===== src/rtl/pc_sequencer.sv =====
// Next-PC controller for the 5-stage MIPS32 pipeline: picks the next fetch
// address, drives the PC hold and per-stage flushes, and owns EPC/cause, the
// RUN/HANDLER state and the post-eret interrupt guard.
//
// Ports:
//   clk, rst                     clock; asynchronous active-high reset
//   pc, pc4, id_pc               current fetch address, its +4, ID address
//   stall_load_use               hazard unit IF/ID hold request
//   id_jump, id_jump_target      jump decoded in ID and its target
//   id_eret, id_illegal          eret / undefined instruction in ID
//   ex_branch_taken/_target      branch resolved taken in EX and its target
//   irq                          synchronised level interrupt request
//   pc_next, keep                next PC and PC-hold (combinational)
//   flush_if, flush_id           bubble IF/ID, ID/EX (combinational)
//   epc, cause                   saved return address and cause (registered)
//   in_handler, irq_ack          handler state and take pulse (registered)
module pc_sequencer #(
  parameter logic [31:0] IRQ_VECTOR = 32'h80000004,
  parameter logic [31:0] EXC_VECTOR = 32'h80000008,
  parameter int unsigned GUARD      = 2
) (
  input  logic        clk,
  input  logic        rst,
  input  logic [31:0] pc,
  input  logic [31:0] pc4,
  input  logic [31:0] id_pc,
  input  logic        stall_load_use,
  input  logic        id_jump,
  input  logic [31:0] id_jump_target,
  input  logic        id_eret,
  input  logic        id_illegal,
  input  logic        ex_branch_taken,
  input  logic [31:0] ex_branch_target,
  input  logic        irq,
  output logic [31:0] pc_next,
  output logic        keep,
  output logic        flush_if,
  output logic        flush_id,
  output logic [31:0] epc,
  output logic [1:0]  cause,
  output logic        in_handler,
  output logic        irq_ack
);

  typedef enum logic {
    RUN     = 1'b0,
    HANDLER = 1'b1
  } state_t;

  localparam logic [1:0] CAUSE_NONE    = 2'b00;
  localparam logic [1:0] CAUSE_IRQ     = 2'b01;
  localparam logic [1:0] CAUSE_ILLEGAL = 2'b10;
  localparam logic [3:0] GUARD_LD      = 4'(GUARD);

  state_t      state, state_nxt;
  logic [31:0] epc_nxt;
  logic [1:0]  cause_nxt;
  logic        irq_ack_nxt;
  logic [3:0]  guard_cnt, guard_nxt;

  // An interrupt is only taken when nothing in ID would be lost or
  // duplicated by redirecting IF: a stalled, jumping or eret instruction in ID
  // keeps the irq pending (it is level) until a clean cycle comes along.
  // Branch and illegal are excluded separately by priority order below.
  logic irq_take;
  assign irq_take = irq && (state == RUN) && (guard_cnt == 4'd0) &&
                    !stall_load_use && !id_jump && !id_eret;

  assign in_handler = (state == HANDLER);

  // State register.
  always_ff @(posedge clk or posedge rst) begin
    if (rst) begin
      state     <= RUN;
      epc       <= 32'h0;
      cause     <= CAUSE_NONE;
      irq_ack   <= 1'b0;
      guard_cnt <= 4'd0;
    end else begin
      state     <= state_nxt;
      epc       <= epc_nxt;
      cause     <= cause_nxt;
      irq_ack   <= irq_ack_nxt;
      guard_cnt <= guard_nxt;
    end
  end

  // Next-state logic. A taken EX branch squashes whatever is in ID, so none
  // of the ID-stage events may touch architectural state in that cycle.
  always_comb begin
    state_nxt   = state;
    epc_nxt     = epc;
    cause_nxt   = cause;
    irq_ack_nxt = 1'b0;
    guard_nxt   = (guard_cnt != 4'd0) ? guard_cnt - 4'd1 : 4'd0;

    if (ex_branch_taken) begin
      // redirect only
    end else if (id_illegal) begin
      state_nxt = HANDLER;
      cause_nxt = CAUSE_ILLEGAL;
      // A fault inside the handler must not clobber the original return address.
      if (state == RUN) epc_nxt = id_pc;
    end else if (irq_take) begin
      state_nxt   = HANDLER;
      cause_nxt   = CAUSE_IRQ;
      epc_nxt     = pc;
      irq_ack_nxt = 1'b1;
    end else if (id_eret) begin
      // eret in RUN degenerates to a jump to epc but still arms the guard.
      state_nxt = RUN;
      cause_nxt = CAUSE_NONE;
      guard_nxt = GUARD_LD;
    end
  end

  // Output logic (combinational redirect / hold / flush).
  always_comb begin
    pc_next  = pc4;
    keep     = 1'b0;
    flush_if = 1'b0;
    flush_id = 1'b0;

    if (ex_branch_taken) begin
      pc_next  = ex_branch_target;
      flush_if = 1'b1;
      flush_id = 1'b1;
    end else if (id_illegal) begin
      pc_next  = EXC_VECTOR;
      flush_if = 1'b1;
      flush_id = 1'b1;
    end else if (irq_take) begin
      pc_next  = IRQ_VECTOR;
      flush_if = 1'b1;
    end else if (id_eret) begin
      pc_next  = epc;
      flush_if = 1'b1;
    end else if (id_jump) begin
      pc_next  = id_jump_target;
      flush_if = 1'b1;
    end else if (stall_load_use) begin
      pc_next  = pc;
      keep     = 1'b1;
      flush_id = 1'b1;
    end
  end

endmodule


===== config.mk =====
export PLATFORM = sky130hd
export DESIGN_NAME = pc_sequencer
export DESIGN_NICKNAME = d
export VERILOG_FILES = /design/src/rtl/pc_sequencer.sv
export SDC_FILE = /design/constraint.sdc
export NUM_CORES = 1
export LEC_CHECK = 0
export BUFFER_PORTS_ARGS = -buffer_cell sky130_fd_sc_hd__buf_2
export CORE_MARGIN = 8
export CORE_UTILIZATION = 45
export CTS_CLUSTER_SIZE = 20
export DETAILED_ROUTE_END_ITERATION = 8
export PLACE_DENSITY = 0.87
export SYNTH_ARGS = -nofsm -noshare
export SYNTH_HDL_FRONTEND = slang
export SYNTH_SLANG_ARGS = --single-unit

===== constraint.sdc =====
create_clock -name clk -period 3.6 [get_ports clk]
set_clock_uncertainty 0.15 [all_clocks]
set_input_delay 0.72 -clock clk [delete_from_list [all_inputs] [get_ports clk]]
set_output_delay 0.72 -clock clk [all_outputs]
set_load 0.02 [all_outputs]

; ---- Word-level counts from Yosys, hierarchy flattened
; Index checks and enable logic that the tools add are counted.
[word_totals]
elab_cells = 59
reg_bits = 40
[op_classes]
muxes = 36
n_addsub = 1
eq_ne = 1
bitwise = 2
reduce_logical = 14
[ops]
columns = operator, count
row1 = 32-bit 2-to-1 mux, 9
row2 = 4-bit 2-to-1 mux, 5
row3 = 1-bit 2-to-1 mux, 19
row4 = 2-bit 2-to-1 mux, 3
row5 = 1-bit logical AND, 5
row6 = 4-bit logical NOT, 1
row7 = 4-bit nonzero test, 1
row8 = 4-bit by 1-bit subtractor with 4-bit output (second input constant), 1
row9 = 1-bit logical NOT, 3
row10 = 3-bit AND reduction, 1
row11 = 3-bit nonzero test, 1
row12 = 2-bit != test (second input constant), 1
row13 = 1-bit inverter, 2
row14 = 2-bit AND reduction, 1
row15 = 2-bit nonzero test, 1

; ---- Longest topological paths before layout
; Gate-level depths: netlist of run 1.
[logic_depth]
word_depth = 9
mapped_depth = 7

; ---- Worst setup path before layout of run 1
; Ideal clock, no wire load.
[synth_path]
path_kind = input to output
startpoint = in id_jump
endpoint = out pc_next[17]
arrival_ns = 1.994
path_slack_ns = 0.736
path_stages = 6
cell_sequence = buf_4 > nor2b_1 > buf_2 > buf_1 > a22oi_1 > o221ai_1
[synth_via]
elab_chain_cells = 6
[synth_rtl]
columns = element, line
row1 = from (decl), 28  ; input logic id_jump,
row2 = 1-bit logical NOT, 67  ; !stall_load_use && !id_jump && !id_eret;
row3 = 1-bit logical AND (2 in a row), 67
row4 = 32-bit 2-to-1 mux *, 132  ; end else if (irq_take) begin
row5 = 32-bit 2-to-1 mux *, 128  ; end else if (id_illegal) begin
row6 = 32-bit 2-to-1 mux *, 124  ; if (ex_branch_taken) begin
row7 = to (decl), 35  ; output logic [31:0] pc_next,
; Mark *: on every way between the ends. The rest lies on a longest branch, timed or not.

; ---- Worst setup path after layout of run 1
[layout_path]
startpoint = in id_illegal
endpoint = out pc_next[8]
[layout_via]
elab_chain_cells = 2
[layout_rtl]
columns = element, line
row1 = from (decl), 31  ; input logic id_illegal,
row2 = 32-bit 2-to-1 mux, 128
row3 = 32-bit 2-to-1 mux, 124
; No other way between the ends.

==> results.cfg, run 1 <==
[status]
status = complete, no violations

[final_layout]
finalNetCount = 767
area.growth.synth_to_final_pct = 40.72
final_cells = 701
drive_above_1_share_pct = 49.33

[worst_setup_path]
endpoint_kind = output pin
cp.arrival_ns = 2.33
startpoint_type = input port
rr_worst_depth = 5
crit_fanout = 14
rr_startpoint = guard_cnt[2]
path_class = in2out
rr_endpoint = epc[20]
crit_required_ns = 2.73
r2r_setup_slack_ns = 1.37

[clock_tree]
holdBufCountCts = 0
htree_levels = 2
ctsLongestPathBuffers = 2
cts_setup_buffers = 0
clock_sinks = 40
cts_tree = yes
cts_buffers = 5
cts-root-buf = clkbuf_8
cts.repair.resized = 0
clk_latency_ns = 0.30
clkTransAtPathRegs_ns = 0.09

[pwr]
vdd_drop_max_mv = 0.2151
total_leakage_power_uw = 0.002344
fin_total_pwr_uw = 1747
p_per_area_mw_per_mm2 = 374.2

[routing]
vias = 4172
avgRoutedWirePerCell_um = 20.91
drtIter0Drc = 163
vias_per_cell = 5.951
drcViolationCount = 0
drtPass1Iterations = 4
wl_um = 14660
detail-route-antenna-nets = 0

[placed_design]
routabilityCongestion = 0.8948
dp.cells = 691
io_buffers = 238
place.detailed.hpwl_um = 11070

[global_route]
antenna_found_initial = 1
grt_pass1_vias = 4437
gr-total-overflow = 0
grtUsageTotal_pct = 27.04
grt_max_degree = 41
grt_pass1_wl_um = 22090

[timing]
max_freq_mhz = 312.5
worstMarginPinSlew_ns = 0.8996
slew_headroom_pct = 39.94
setup_tns_ns = 0
min_period_over_period_pct = 88.88
setup_viol = 0
rsz0062_at_grt = false
fin_crit_ns = 3.200
hold_viol = 0
drv_slew = 0

[floorplanning]
die_h_um = 101.9
fp.dieW_um = 101.9
io_pins = 239
start_util_pct = 45.99
core_mm2 = 0.007214
row_count = 31
die-area_mm2 = 0.01038

[min_path]
hold_path.class = reg2reg
min_from = cause[1]
hold_end = cause[1]
worstHoldPathCells = 2

[logic_synthesis]
synth.area.top_cells = dfrtp_1 (30%), mux2i_1 (9.0%), nand2_1 (5.1%)
synth_cell_types = 39
syn_nets = 546
seq_area_frac_synth_pct = 30.17
synthMostInstantiatedCell = nand2_1
synthArstFlopShare_pct = 100.0
synth_cells = 378
syn_area_mm2 = 0.003318
synth-warning-count = 0
synth_common_cells = nand2_1 (45), dfrtp_1 (40), mux2i_1 (30)
synthFlopType = dfrtp_1
synth_area_per_cell_um2 = 8.778
synth_largest_area_cell = dfrtp_1
synth_edf_count = 0
synth_top_area_share_pct = 30.17
ys_seq_elements = 40

[run]
maxCapViolCount = 0
-- per-layer routing --
layer	GRT usage (%)	vias to the layer above	part of all wire, %
met2	47.99	263	50
met4	9.594	0	2.2
met5	0	-	0
li1	-	1893	-
met1	31.06	1981	38
met3	6.131	35	10
-- power by group --
part           leakage, uW  total, uW  switching, uW  internal [uW]
sequential        0.000485        618           87.7            530
combinational      0.00180        752            427            326
clock            0.0000542        377            172            205
-- layout by cell type (no fill, tap or decap), types with 2 or more instances in the layout --
cell type  instances
inv_1              7
o21ai_0           25
or2_2              2
a22oi_1           18
o22ai_1           16
o32ai_1            7
a22o_1            11
nand3_1            2
dfrtp_1           40
diode_2            2
o221ai_1          18
mux2i_1           30
mux2_2            13
a31oi_1           10
buf_4             15
o21ai_1            3
a2bb2oi_1          8
buf_2            238
nor2_1            26
nand2_1           45
and2_1             2
a2bb2oi_2         10
a21oi_1           15
o2bb2ai_1         17
clkbuf_8           5
-- kinds of logic after synthesis --
group,share of synthesized area (%)
simple gates,11.84
mux,13.46
flops,30.17
buf+inv,7.127
compound gates,37.41
-- critical path, stage by stage --
cell    delay [ns]
buf_2         0.20
or2_2         0.34
nor2_1        0.66
a22o_1        0.23
buf_2         0.17
-- registers in the layout (all words and copies together), names as in the netlist --
signal / flops
cause: 2
guard_cnt: 4
epc: 32
in_handler: 1
irq_ack: 1
-- metrics by stage --
stage                     hold WS [ns]  area (um^2)  utilization [%]  setup WS [ns]
after CTS                       0.3993         4664            64.65         0.4124
final                           0.4015         4669            64.72         0.4003
after detailed placement        0.3833         4553            63.11         0.4234
after floorplan                 0.3768         3318                -         0.7358
after global placement          0.3315         4553            63.11         0.4845
after global routing            0.4266         4667            64.69         0.3054
-- layout make-up --
class	count	area, um^2
Inverter	9	33.78
Fill cell	632	2545
Clock buffer	5	68.82
Antenna cell	2	5.005
Sequential cell	40	1001
Clock inverter	3	42.54
Multi-Input combinational cell	290	2091
Timing Repair Buffer	253	1304
Tap cell	99	123.9
-- how the worst max path moves through the flow --
stage	startpoint	endpoint	slack [ns]	cells after the start
2_1_floorplan	id_jump	pc_next[17]	0.74	6
3_3_place_gp	id_illegal	pc_next[6]	0.48	5
3_5_place_dp	id_illegal	pc_next[8]	0.42	5
4_1_cts	id_illegal	pc_next[8]	0.41	5
5_1_grt	id_illegal	pc_next[8]	0.31	5
6_report	id_illegal	pc_next[8]	0.40	5
(Power assumes the default switching activity.)
==> run 2: changes to the inputs <==
--- a/config.mk
+++ b/config.mk
@@ -5,12 +5,13 @@
 export SDC_FILE = /design/constraint.sdc
 export NUM_CORES = 1
 export LEC_CHECK = 0
+export ABC_AREA = 1
 export BUFFER_PORTS_ARGS = -buffer_cell sky130_fd_sc_hd__buf_2
 export CORE_MARGIN = 8
-export CORE_UTILIZATION = 45
+export CORE_UTILIZATION = 46
 export CTS_CLUSTER_SIZE = 20
 export DETAILED_ROUTE_END_ITERATION = 8
-export PLACE_DENSITY = 0.87
+export PLACE_DENSITY = 0.88
 export SYNTH_ARGS = -nofsm -noshare
 export SYNTH_HDL_FRONTEND = slang
 export SYNTH_SLANG_ARGS = --single-unit
==> results.cfg, run 2 <==
[final_layout]
reg.largest.list = epc x32, guard_cnt x4, cause x2
final_common_cell = nand2_1
largest_register_ffs = 32
fillers = 718
final_cells = 911
finalNetCount = 979
drive_above_1_share_pct = 33.50
diodes = 0
area.growth.synth_to_final_pct = 38.01
final_cell_mix = nand2_1 (331), buf_2 (238), nand3_1 (81)
top_register = epc

[timing]
rsz0062_at_grt = false
slew_headroom_pct = 44.55
fin_crit_ns = 3.081
setup_tns_ns = 0
min_period_over_period_pct = 85.60
setup_viol = 0
hold_ws_ns = 0.3289
max_freq_mhz = 324.5
hold_viol = 0
drv_slew = 0
worstMarginPinSlew_ns = 0.8306

[floorplanning]
fp.dieW_um = 102.7
start_util_pct = 47.70
io_pins = 239
die-area_mm2 = 0.01055
die_h_um = 102.7
core_mm2 = 0.007253
row_count = 31

[routing]
vias_per_cell = 5.283
drtIter0Drc = 271
drcViolationCount = 0
drtPass1Iterations = 7
avgRoutedWirePerCell_um = 15.94
wl_um = 14530
detail-route-antenna-nets = 0
vias = 4813

[min_path]
hold_path.class = reg2reg
worstHoldPathCells = 2

[worst_setup_path]
endpoint_kind = output pin
path_class = in2out
startpoint_type = input port
rr_worst_depth = 7
crit_required_ns = 2.73
cp.arrival_ns = 2.21
crit_fanout = 32

[pwr]
p_per_area_mw_per_mm2 = 385.8
fin_total_pwr_uw = 1842
total_leakage_power_uw = 0.002969
vdd_drop_max_mv = 0.1825

[clock_tree]
cts-root-buf = clkbuf_8
cts_buffers = 5
holdBufCountCts = 0
cts_setup_buffers = 0
clk_latency_ns = 0.29
ctsLongestPathBuffers = 2
clock_sinks = 40
cts_tree = yes
htree_levels = 2
cts.repair.resized = 0
clkTransAtPathRegs_ns = 0.08

[global_route]
grt_max_degree = 56
grt_pass1_wl_um = 22290
antenna_found_initial = 0
grt_pass1_vias = 4721
gr-total-overflow = 0
grtUsageTotal_pct = 26.50

[logic_synthesis]
ys_seq_elements = 40
synth_area_per_cell_um2 = 5.795
synthArstFlopShare_pct = 100.0
synth_top_area_share_pct = 35.91
synth_largest_area_cell = nand2_1
seq_area_frac_synth_pct = 28.93
synthFlopType = dfrtp_1
synth_edf_count = 0
synthMostInstantiatedCell = nand2_1
synth_cell_types = 26
synth_common_cells = nand2_1 (331), nand3_1 (81), dfrtp_1 (40)
synth_cells = 597
syn_nets = 765
syn_area_mm2 = 0.003460
synth-warning-count = 0
synth.area.top_cells = nand2_1 (36%), dfrtp_1 (29%), nand3_1 (12%)

[placed_design]
routabilityCongestion = 0.8742
dp.cells = 903
place.detailed.hpwl_um = 11030
io_buffers = 238

[status]
status = complete, no violations

[run]
maxCapViolCount = 0
[run 2: changes by cell type in the layout (fill, tap and decap cells not counted), sizes merged, moves of 13 or more]
cell,change
a21oi,-13
a2bb2oi,-18
inv,+20
mux2,-13
mux2i,-30
nand2,+287
nand3,+80
nor2,-13
o211ai,+15
o221ai,-18
o22ai,-15
o2bb2ai,-17
[run 2: path summary, 6_finish.rpt]
path / start / end / slack (ns)
min in group asynchronous: rst / epc[24] / 0.44
max reg2reg: guard_cnt[2] / epc[20] / 1.54
max in group asynchronous: rst / epc[8] / 2.33
min reg2reg: cause[0] / cause[0] / 0.33
min: cause[0] / cause[0] / 0.33
max: id_eret / pc_next[21] / 0.52
[run 2: area by class of cell]
type,count,area [um^2],share of cell area [%]
sequential,40,1001,20.96
clock buffer,7,96.34,2.018
timing repair buffer,249,1274,26.68
clock inverter,1,30.03,0.6289
multi-input combinational,487,2145,44.92
tap,99,123.9,2.594
inverter,28,105.1,2.201
[run 2: per-layer routing]
layer	track usage (%)	routed length [um]	vias up	part of all wire [%]
li1	-	-	2329	-
met1	29.84	5293	2170	36
met2	48.40	7540	275	52
met3	4.862	1314	39	9.0
met4	9.707	377	0	2.6
met5	0	0	-	0
[run 2: report_power, final]
group	switching, uW	internal, uW
Clock	155	245
Sequential	95.2	551
Combinational	498	299
[run 2: logic make-up (layout without fill, tap and decap cells)]
group           after synthesis  after routing  synth area share [%]
compound gates               55             55                 10.27
buf+inv                      70            285                 9.223
flops                        40             40                 28.93
simple gates                432            432                 51.57
[run 2: metrics by stage]
stage                     area, um^2  util [%]  setup WS [ns]
after global placement          4648     64.08         0.5702
after floorplan                 3460         -          1.049
after global routing            4775     65.83         0.3795
after CTS                       4775     65.83         0.5039
after detailed placement        4648     64.08         0.4939
final                           4775     65.83         0.5186
[run 2: critical path, cell delays in order]
cell and delay (ns):
buf_2 0.36, inv_2 0.11, nand2_2 0.14, nor2_4 0.06, nand2_1 0.05, buf_4 0.35, nand3_1 0.16, nand2_1 0.08
buf_2 0.16
